File: src/rtl/gsim_pkg.sv
// gsim_pkg
// Shared definitions for the Gauss-Seidel solver slice: the unloader FSM
// state encoding and the default sizing constants used by the x register
// file, the x unloader and the solver top.
//
// Contents:
//   gsim_state_e  - unloader FSM states (IDLE, RUN, DRAIN, DONE)
//   N_X_DEF       - default number of unknowns (power of two)
//   X_W_DEF       - default x word width (signed Q16.16)
//   ITER_NUM_DEF  - default number of solver iterations before capture
package gsim_pkg;

  localparam int N_X_DEF      = 16;
  localparam int X_W_DEF      = 32;
  localparam int ITER_NUM_DEF = 64;

  typedef enum logic [1:0] {
    IDLE  = 2'd0,
    RUN   = 2'd1,
    DRAIN = 2'd2,
    DONE  = 2'd3
  } gsim_state_e;

endpackage

File: src/rtl/gsim_x_buffer.sv
// gsim_x_buffer
// N_X x X_W register array holding the captured x vector. One synchronous
// write port and a combinational read port. When GSIM_UNLOADER_CONV_EN is
// defined, the word currently stored at the write address is also exposed so
// the unloader can compare each new x value against the previous iteration.
//
// Ports:
//   clk_in    - clock
//   we        - write enable
//   waddr     - write address (x index)
//   wdata     - write data
//   raddr     - read address
//   rdata     - read data (combinational from the array)
//   wold      - (GSIM_UNLOADER_CONV_EN only) current contents at waddr
//
// Configuration macro: GSIM_UNLOADER_CONV_EN
module gsim_x_buffer
  import gsim_pkg::*;
#(
  parameter int N_X = N_X_DEF,
  parameter int X_W = X_W_DEF
) (
  input  logic                   clk_in,
  input  logic                   we,
  input  logic [$clog2(N_X)-1:0] waddr,
  input  logic [X_W-1:0]         wdata,
  input  logic [$clog2(N_X)-1:0] raddr,
  output logic [X_W-1:0]         rdata
`ifdef GSIM_UNLOADER_CONV_EN
  ,
  output logic [X_W-1:0]         wold
`endif
);

  logic [X_W-1:0] mem_q [N_X];
  logic [X_W-1:0] mem_d [N_X];

  // The array carries no reset: its contents are only meaningful after a
  // capture has completed, and the unloader never reads it before that.
  always_comb begin
    mem_d = mem_q;
    if (we) begin
      mem_d[waddr] = wdata;
    end
  end

  always_ff @(posedge clk_in) begin
    mem_q <= mem_d;
  end

  assign rdata = mem_q[raddr];

`ifdef GSIM_UNLOADER_CONV_EN
  // Old word is read before the write lands, which is what the convergence
  // compare needs.
  assign wold = mem_q[waddr];
`endif

endmodule

File: src/rtl/gsim_x_unloader.sv
// gsim_x_unloader
// Result-side reader for the Gauss-Seidel solver. Follows the register file's
// start strobe to count solver iterations, captures the N_X x values written
// back during the final iteration into gsim_x_buffer, then drains them to the
// host in index order over a valid/ready stream.
//
// Ports:
//   clk_in        - clock
//   rst_in        - synchronous active-high reset
//   start_in      - register-file start strobe, held high while the solver runs
//   x_in          - x value written back this cycle
//   out_ready_in  - host accepts x_out
//   out_valid     - x_out holds a result
//   x_out         - result word, index order 0..N_X-1 (0 when not valid)
//   iter_out      - completed iterations
//   done_out      - all N_X results accepted (sticky until reset)
//
// Configuration macro: GSIM_UNLOADER_CONV_EN
//   Defined   : buffer written every iteration; if a whole iteration (iter>=1)
//               rewrites identical values, drain early.
//   Undefined : capture only in the final iteration, no compare logic.
module gsim_x_unloader
  import gsim_pkg::*;
#(
  parameter int N_X      = N_X_DEF,
  parameter int X_W      = X_W_DEF,
  parameter int ITER_NUM = ITER_NUM_DEF
) (
  input  logic                            clk_in,
  input  logic                            rst_in,
  input  logic                            start_in,
  input  logic [X_W-1:0]                  x_in,
  input  logic                            out_ready_in,
  output logic                            out_valid,
  output logic [X_W-1:0]                  x_out,
  output logic [$clog2(ITER_NUM+1)-1:0]   iter_out,
  output logic                            done_out
);

  localparam int AW = $clog2(N_X);
  localparam int IW = $clog2(ITER_NUM + 1);

  localparam logic [AW-1:0] IDX_LAST  = AW'(N_X - 1);
  localparam logic [IW-1:0] ITER_LAST = IW'(ITER_NUM - 1);
  localparam logic [IW-1:0] ITER_MAX  = IW'(ITER_NUM);

  gsim_state_e    state_q, state_d;
  logic [AW-1:0]  idx_q, idx_d;
  logic [AW-1:0]  rd_ptr_q, rd_ptr_d;
  logic [IW-1:0]  iter_q, iter_d;
  logic           out_valid_q, out_valid_d;
  logic           done_q, done_d;

  logic           buf_we;
  logic [X_W-1:0] buf_rdata;
  logic           last_idx;
  logic           last_iter;
  logic           end_capture;
  logic [IW-1:0]  iter_inc;

`ifdef GSIM_UNLOADER_CONV_EN
  logic           match_q, match_d;
  logic           iter_match;
  logic [X_W-1:0] buf_old;
`endif

  gsim_x_buffer #(
    .N_X (N_X),
    .X_W (X_W)
  ) u_buf (
    .clk_in (clk_in),
    .we     (buf_we),
    .waddr  (idx_q),
    .wdata  (x_in),
    .raddr  (rd_ptr_q),
    .rdata  (buf_rdata)
`ifdef GSIM_UNLOADER_CONV_EN
    ,
    .wold   (buf_old)
`endif
  );

  assign last_idx  = (idx_q == IDX_LAST);
  assign last_iter = (iter_q == ITER_LAST);
  assign iter_inc  = (iter_q == ITER_MAX) ? iter_q : iter_q + 1'b1;

`ifdef GSIM_UNLOADER_CONV_EN
  // Running "everything matched so far" flag; index 0 starts a new iteration
  // so the previous iteration's result is not carried over.
  assign iter_match  = ((idx_q == '0) || match_q) && (buf_old == x_in);
  // The iter>=1 guard keeps the first pass, which compares against stale
  // buffer contents, from ever triggering an early exit.
  assign end_capture = last_idx && (last_iter || (iter_match && (iter_q != '0)));
`else
  assign end_capture = last_idx && last_iter;
`endif

  // Next-state logic. IDLE always holds idx/iter at zero, so the first start
  // sample can share the RUN path as index 0 of iteration 0.
  always_comb begin
    state_d     = state_q;
    idx_d       = idx_q;
    iter_d      = iter_q;
    rd_ptr_d    = rd_ptr_q;
    out_valid_d = out_valid_q;
    done_d      = done_q;
    buf_we      = 1'b0;
`ifdef GSIM_UNLOADER_CONV_EN
    match_d     = match_q;
`endif

    case (state_q)
      IDLE, RUN: begin
        if (start_in) begin
`ifdef GSIM_UNLOADER_CONV_EN
          buf_we  = 1'b1;
          match_d = iter_match;
`else
          buf_we  = last_iter;
`endif
          state_d = RUN;
          idx_d   = idx_q + 1'b1;
          if (last_idx) begin
            iter_d = iter_inc;
          end
          if (end_capture) begin
            state_d     = DRAIN;
            out_valid_d = 1'b1;
            rd_ptr_d    = '0;
          end
        end else if (state_q == RUN) begin
          // Solver aborted: forget progress and wait for a fresh start.
          state_d = IDLE;
          idx_d   = '0;
          iter_d  = '0;
`ifdef GSIM_UNLOADER_CONV_EN
          match_d = 1'b0;
`endif
        end
      end

      DRAIN: begin
        if (out_ready_in) begin
          rd_ptr_d = rd_ptr_q + 1'b1;
          if (rd_ptr_q == IDX_LAST) begin
            state_d     = DONE;
            out_valid_d = 1'b0;
            done_d      = 1'b1;
          end
        end
      end

      DONE: begin
      end

      default: begin
        state_d = IDLE;
      end
    endcase
  end

  always_ff @(posedge clk_in) begin
    if (rst_in) begin
      state_q     <= IDLE;
      idx_q       <= '0;
      iter_q      <= '0;
      rd_ptr_q    <= '0;
      out_valid_q <= 1'b0;
      done_q      <= 1'b0;
`ifdef GSIM_UNLOADER_CONV_EN
      match_q     <= 1'b0;
`endif
    end else begin
      state_q     <= state_d;
      idx_q       <= idx_d;
      iter_q      <= iter_d;
      rd_ptr_q    <= rd_ptr_d;
      out_valid_q <= out_valid_d;
      done_q      <= done_d;
`ifdef GSIM_UNLOADER_CONV_EN
      match_q     <= match_d;
`endif
    end
  end

  // Read pointer is registered and the buffer is frozen during DRAIN, so
  // x_out is stable under backpressure. Masked to zero outside DRAIN.
  assign x_out     = out_valid_q ? buf_rdata : '0;
  assign out_valid = out_valid_q;
  assign iter_out  = iter_q;
  assign done_out  = done_q;

endmodule
File: config.mk
export PLATFORM = sky130hd
export DESIGN_NAME = gsim_x_unloader
export DESIGN_NICKNAME = d
export VERILOG_FILES = /design/src/rtl/gsim_pkg.sv /design/src/rtl/gsim_x_buffer.sv /design/src/rtl/gsim_x_unloader.sv
export SDC_FILE = /design/constraint.sdc
export NUM_CORES = 1
export LEC_CHECK = 0
export BUFFER_PORTS_ARGS = -buffer_cell sky130_fd_sc_hd__buf_4
export CORE_MARGIN = 2
export CORE_UTILIZATION = 61
export CTS_BUF_LIST = sky130_fd_sc_hd__clkbuf_16
export CTS_CLUSTER_DIAMETER = 60
export DETAILED_ROUTE_END_ITERATION = 12
export PLACE_DENSITY = 0.79
export SYNTH_ARGS = -nofsm -noshare
export SYNTH_HDL_FRONTEND = slang
export SYNTH_SLANG_ARGS = --single-unit
File: constraint.sdc
create_clock -name clk_in -period 5.17 [get_ports clk_in]
set_input_delay 0.517 -clock clk_in [delete_from_list [all_inputs] [get_ports clk_in]]
set_output_delay 0.517 -clock clk_in [all_outputs]
set_load 0.02 [all_outputs]
# Word level (Yosys, flattened, before mapping)
# Index checks and enable logic that the tools add are counted.
[word_totals]
output_inout_bits = 41
word_cells = 85
inputBits = 36
regBits = 531
[op_classes]
magnitude_cmp = 3
n_mux = 30
addsub = 3
bitwise_logic = 2
n_eq_ne = 13
reduce_logical = 12
[ops]
columns = ["operator", "n"]
rows = [
  ["bitwise mux 512 bit", 1],
  ["binary-select mux 32 bit (select 4 bit)", 1],
  ["demux 32 bit (select 4 bit)", 1],
  ["two-way mux 32 bit", 4],
  ["two-way mux 7 bit", 4],
  ["two-way mux 4 bit", 5],
  ["AND reduction 4 bit", 3],
  [">= comparator 5 bit, second input constant", 2],
  ["two-way mux 2 bit", 5],
  ["!= test 2 bit, second input constant", 5],
  ["inverter 4 -> 5 bit", 2],
  ["adder 4 x 1 -> 4 bit, second input constant", 2],
  ["== test 4 bit, second input constant", 2],
  ["case mux 4 bit (2 select lines)", 1],
  ["adder 7 x 1 -> 7 bit, second input constant", 1],
  ["== test 7 x 6 -> 1 bit, second input constant", 1],
  ["== test 7 bit, second input constant", 1],
  ["two-way mux 1 bit", 6],
  ["< comparator 5 x 1 -> 1 bit, second input constant", 1],
  ["AND reduction 5 bit", 1],
  ["case mux 2 bit (2 select lines)", 1],
  ["nonzero test 2 bit", 2],
  ["!= test 3 bit, second input constant", 1],
  ["AND reduction 3 bit", 1],
  ["8 further kinds", 9],
]

# Depth between registers and ports, before layout
[logic_depth]
word_depth = 6
ltp_mapped = 7
ltp_nobuf = 6

# Cells and area by module
# From an unflattened synthesis, not the netlist that was laid out.
[unflattened]
hier_cells = 951
area_unflattened_um2 = 20353.3
[modules_own_cells]
columns = ["mod", "cells_per_inst", "instances", "area_per_inst_um2", "seq_area_each_um2"]
rows = [
  ["gsim_x_buffer", 806, 1, 19194.7, 15374.7],
  ["gsim_x_unloader", 145, 1, 1158.6, 380.4],
]

# Worst setup path after synthesis
# OpenSTA, ideal clock, no wires.
[synth_path]
path_kind = "register to register"
from = "reg iter_q[1] (netlist: iter_out[1])"
to = "reg u_buf.mem_q[0] (netlist bit), enable pin"
arrival_ps = 4044
path_buffers = 0
setup_slack_ps = 625
synth_period_minus_slack_ps = 4545
setup_time_ps = 501
t_required_ps = 4669
path_stages_with_launch = 4
cell_sequence = "dfxtp_1 > ha_1 > nand3_1 > nor4_1"
[synth_via]
elab_chain_cells = 3
[synth_lines]
columns = ["item", "line_no", "source"]
rows = [
  ["start: declaration", "gsim_x_unloader.sv:50", "logic [IW-1:0] iter_q, iter_d;"],
  ["start signal: assignment", "gsim_x_unloader.sv:176", "iter_q <= iter_d;"],
  ["== test 7 x 6 -> 1 bit", "gsim_x_unloader.sv:84", "assign last_iter = (iter_q == ITER_LAST);"],
  ["two-way mux 1 bit", "gsim_x_unloader.sv:114", "if (start_in) begin"],
  ["two-way mux 1 bit", "gsim_x_unloader.sv:112", "case (state_q)"],
  ["end signal: assignment", "gsim_x_buffer.sv:48", "mem_q <= mem_d;"],
  ["end: declaration", "gsim_x_buffer.sv:35", "logic [X_W-1:0] mem_q [N_X];"],
]
# No other way between the ends.
# A chain may end at the register's enable or synchronous reset.

# Worst setup path in the final report
[layout_path]
from = "reg rd_ptr_q[2]"
to = "out x_out[2]"
[layout_via]
elab_chain_cells = 5
[layout_lines]
columns = ["item", "line_no", "source"]
rows = [
  ["start: declaration", "gsim_x_unloader.sv:49", "logic [AW-1:0] rd_ptr_q, rd_ptr_d;"],
  ["start signal: assignment", "gsim_x_unloader.sv:177", "rd_ptr_q <= rd_ptr_d;"],
  ["inverter 4 -> 5 bit (implied by the code)", "gsim_x_buffer.sv:51", "assign rdata = mem_q[raddr];"],
  ["binary-select mux 32 bit (select 4 bit)", "gsim_x_buffer.sv:51", ""],
  ["two-way mux 32 bit (implied by the code) (2 in a row)", "gsim_x_buffer.sv:51", ""],
  ["two-way mux 32 bit", "gsim_x_unloader.sv:188", "assign x_out = out_valid_q ? buf_rdata : '0;"],
  ["end: declaration", "gsim_x_unloader.sv:35", "output logic [X_W-1:0] x_out,"],
]
# No other way between the ends. The select of a mux whose other input is x is not followed.

==> summary.txt <==
Status
  – Status: complete, no violations

Critical path
  – Worst Path Required: 4.65 ns
  – Reg-to-reg startpoint: iter_out[0]$_SDFFE_PP0P_
  – CP startpoint kind: flip-flop
  – CP Launch Point: rd_ptr_q[2]$_SDFFE_PP0P_
  – Crit end category: primary output
  – WS Path Type: reg -> out
  – Arr. time, crit path: 3.49 ns
  – CP max FO: 32

Synth
  – Cell taking the most area after synthesis: edfxtp_1
  – Largest family of logic cells by synthesized area: multiplexers
  – Synth Instances: between 1000 and 1500
  – Seq/Total Area, Yosys: 75.7%
  – Net count after synthesis: 1219
  – Yosys cell types: 47
  – Synth Warn #: 0
  – Post-synthesis xor/xnor area fraction: 0.126%
  – Mux cell area share after synthesis: approximately 13%
  – Post-synth EDFFs: 512
  – Seq cells post-synth: 531
  – Mean Syn Cell Area: 17.7 um^2
  – Largest cells by area after synthesis: edfxtp_1 (74%), mux2i_1 (11%), a22oi_1 (3.4%), mux4_2 (1.9%), dfxtp_1 (1.8%)
  – Async SR Flop Fraction: 0%
  – Most common cell in the netlist: edfxtp_1
  – Synthesized cell area: 20800 um^2
  – Commonest cells in the netlist: edfxtp_1 (512), mux2i_1 (221), a22oi_1 (95)
  – Post-Synth Adder-Cell Area: 0.421%
  – Complex-gate fraction of the synthesized area: 6.09%
  – Simple-gate area share of the yosys netlist: 3.19%
  – Synth Flop Type: edfxtp_1
  – Top-area cell type share of the netlist area: approximately three quarters

Timing
  – Fin. Hold Viols: 0
  – Worst Tran Pin Value: roughly 1.1 ns
  – Slew HR: 26.2%
  – Pins Over Slew Limit: 0
  – Final setup TNS: 0 ns
  – Final Cycle Share: 77.5%
  – RSZ-0062 raised after global routing: false
  – Fmax: between 0.2 and 0.25 GHz
  – Minimum clock period: 4.00 ns
  – Worst Skew: 0.0164 ns
  – Finish-stage setup viols: 0

Layout
  – Final core occ: 70.5%
  – Nets: 1317
  – Area of the multi-input gates: 4810 um^2
  – Synthesis-to-layout area growth: 13.6%
  – Sequential standard cell area: 15800 um^2
  – Layout cell share with drive strength beyond 1: 17.6%
  – Diode count: 0
  – Filler instances: 2103

Global routing
  – Antenna violations before repair: 1
  – Total track usage: around 26%
  – Number of global-route vias before repair: 11600
  – Grt total ovfl: 0
  – First-pass GRT wire length: between 60 and 70 mm
  – Largest net degree at the start of global routing: 89

Clock network
  – PostCTS Resize Cnt: 0
  – Max H-tree Level: 2
  – Hold_buf cts: 0
  – Root Driver: clkbuf_16
  – Clock transition at the registers of the reported paths: 0.06 ns
  – Clk_lat worst skew: 0.57 ns
  – Inserted Clock Buffers: 51
  – CTS tree: done
  – Clock tree sinks: 531
  – Clock tree buffer depth: 3
  – Setup Buffers After CTS: 0

Hold path
  – Hold Crit Class: in -> reg
  – Hold Crit Start: x_in[25]

Die
  – Initial Utilization: 62.1%
  – Die Y: 189 um
  – Core Rows: 67
  – Die width: 189 um
  – I/O pin count: 77
  – Core box area: 33500 um^2
  – Die ar.: 35600 um^2

Job
  – Max-cap violations: 0

Drt
  – Final antenna-violating net count: 0
  – DRT Pass-1 Iters: 7
  – Wirelength per Cell: between 20 and 30 um
  – Total Routed Length: 44.9 mm
  – Vias/cell: 6.37
  – 1st-iter DRT viols: 1158
  – DRC: 0
  – Vias post-DR: about 11000

Power
  – Power Dens Cells: around 350 nW/um^2
  – Leakage: 7.36 nW
  – Worst vdd ir: 383 uV

Placed design
  – IO Port Bufs: 76
  – Post-DP HPWL: ~24 mm
  – Placer Congestion: 0.767
critical path, cell delays in order (launching register included):
cell	delay, ns
dfxtp_1	0.74
nor2b_4	0.99
buf_4	0.43
a221oi_1	0.15
o21ai_0	0.19
o21ai_0	0.19
buf_4	0.20
path summary, 6_finish.rpt:
path / end / slack [ns] / cells after the start
setup reg to reg: u_buf.mem_q[309]$_DFFE_PP_ / 2.08 / 6
setup / recovery: x_out[2] / 1.17 / 6
hold / removal: u_buf.mem_q[377]$_DFFE_PP_ / 0.24 / 1
hold reg to reg: done_out$_SDFFE_PP0P_ / 0.49 / 2
report_power, final:
group	switching, mW	internal (mW)
Sequential	0.00230	4.71
Clock	1.54	2.05
Combinational	0.0624	0.0224
Total	1.60	6.79
layout by cell type (no fill, tap or decap), types with 5 or more instances in the layout:
cell type | synthesis | final
nor2_1 | 27 | 16
clkbuf_16 | 0 | 51
o21ai_0 | 39 | 39
nand2_1 | 57 | 56
nand2b_1 | 6 | 5
a22oi_1 | 95 | 95
nor3_2 | 1 | 5
inv_1 | 9 | 22
mux2i_1 | 221 | 221
bufinv_16 | 0 | 5
o22ai_1 | 15 | 15
nor2_4 | 0 | 12
buf_4 | 14 | 109
dfxtp_1 | 19 | 18
ha_1 | 7 | 7
mux4_2 | 18 | 18
clkinv_2 | 0 | 13
clkinv_1 | 0 | 9
a221oi_1 | 18 | 18
nand3_1 | 8 | 8
a21oi_1 | 7 | 7
edfxtp_1 | 512 | 512
layout make-up:
class	instances	area share, %
Clock buffer	51	5.40
Clock inverter	44	1.50
Inverter	9	0.143
Multi-Input combinational cell	570	20.3
Sequential cell	531	66.6
Tap cell	448	2.37
Timing Repair Buffer	111	3.63
per-layer routing:
layer  up-vias  track usage [%]  share of wire (%)
met1      5721             34.6                 39
met4         0             8.02                2.6
met2       503             43.4                 50
li1       4912                -                  -
met3        95             4.34                7.6
met5         -                0                  0
cell families after synthesis:
group	after synthesis
AOI/OAI and AO/OA	183
and+or+nand+nor	137
muxes	240
adders and majority gates	7
xor gates and xnor gates	3
buffers and inverters	75
DFF	531
sequential cells by signal (all words and copies together) (netlist names):
register,flops
u_buf.mem_q,512
iter_out,7
idx_q,4
rd_ptr_q,4
state_q,2
done_out,1
out_valid,1
through the flow:
stage	setup WS, ns	cells	power (mW)	cell area, um^2	hold WS [ns]
global placement	1.90	1669	4.88	22000	0.461
finish	1.17	1764	8.39	23700	0.236
detailed placement	1.78	1669	4.89	22000	0.465
global route	1.04	1764	8.62	23700	0.234
floorplan	0.625	1176	4.82	20800	0.527
CTS	1.19	1764	8.43	23700	0.217
No activity file was read; power rests on OpenSTA's default activity.
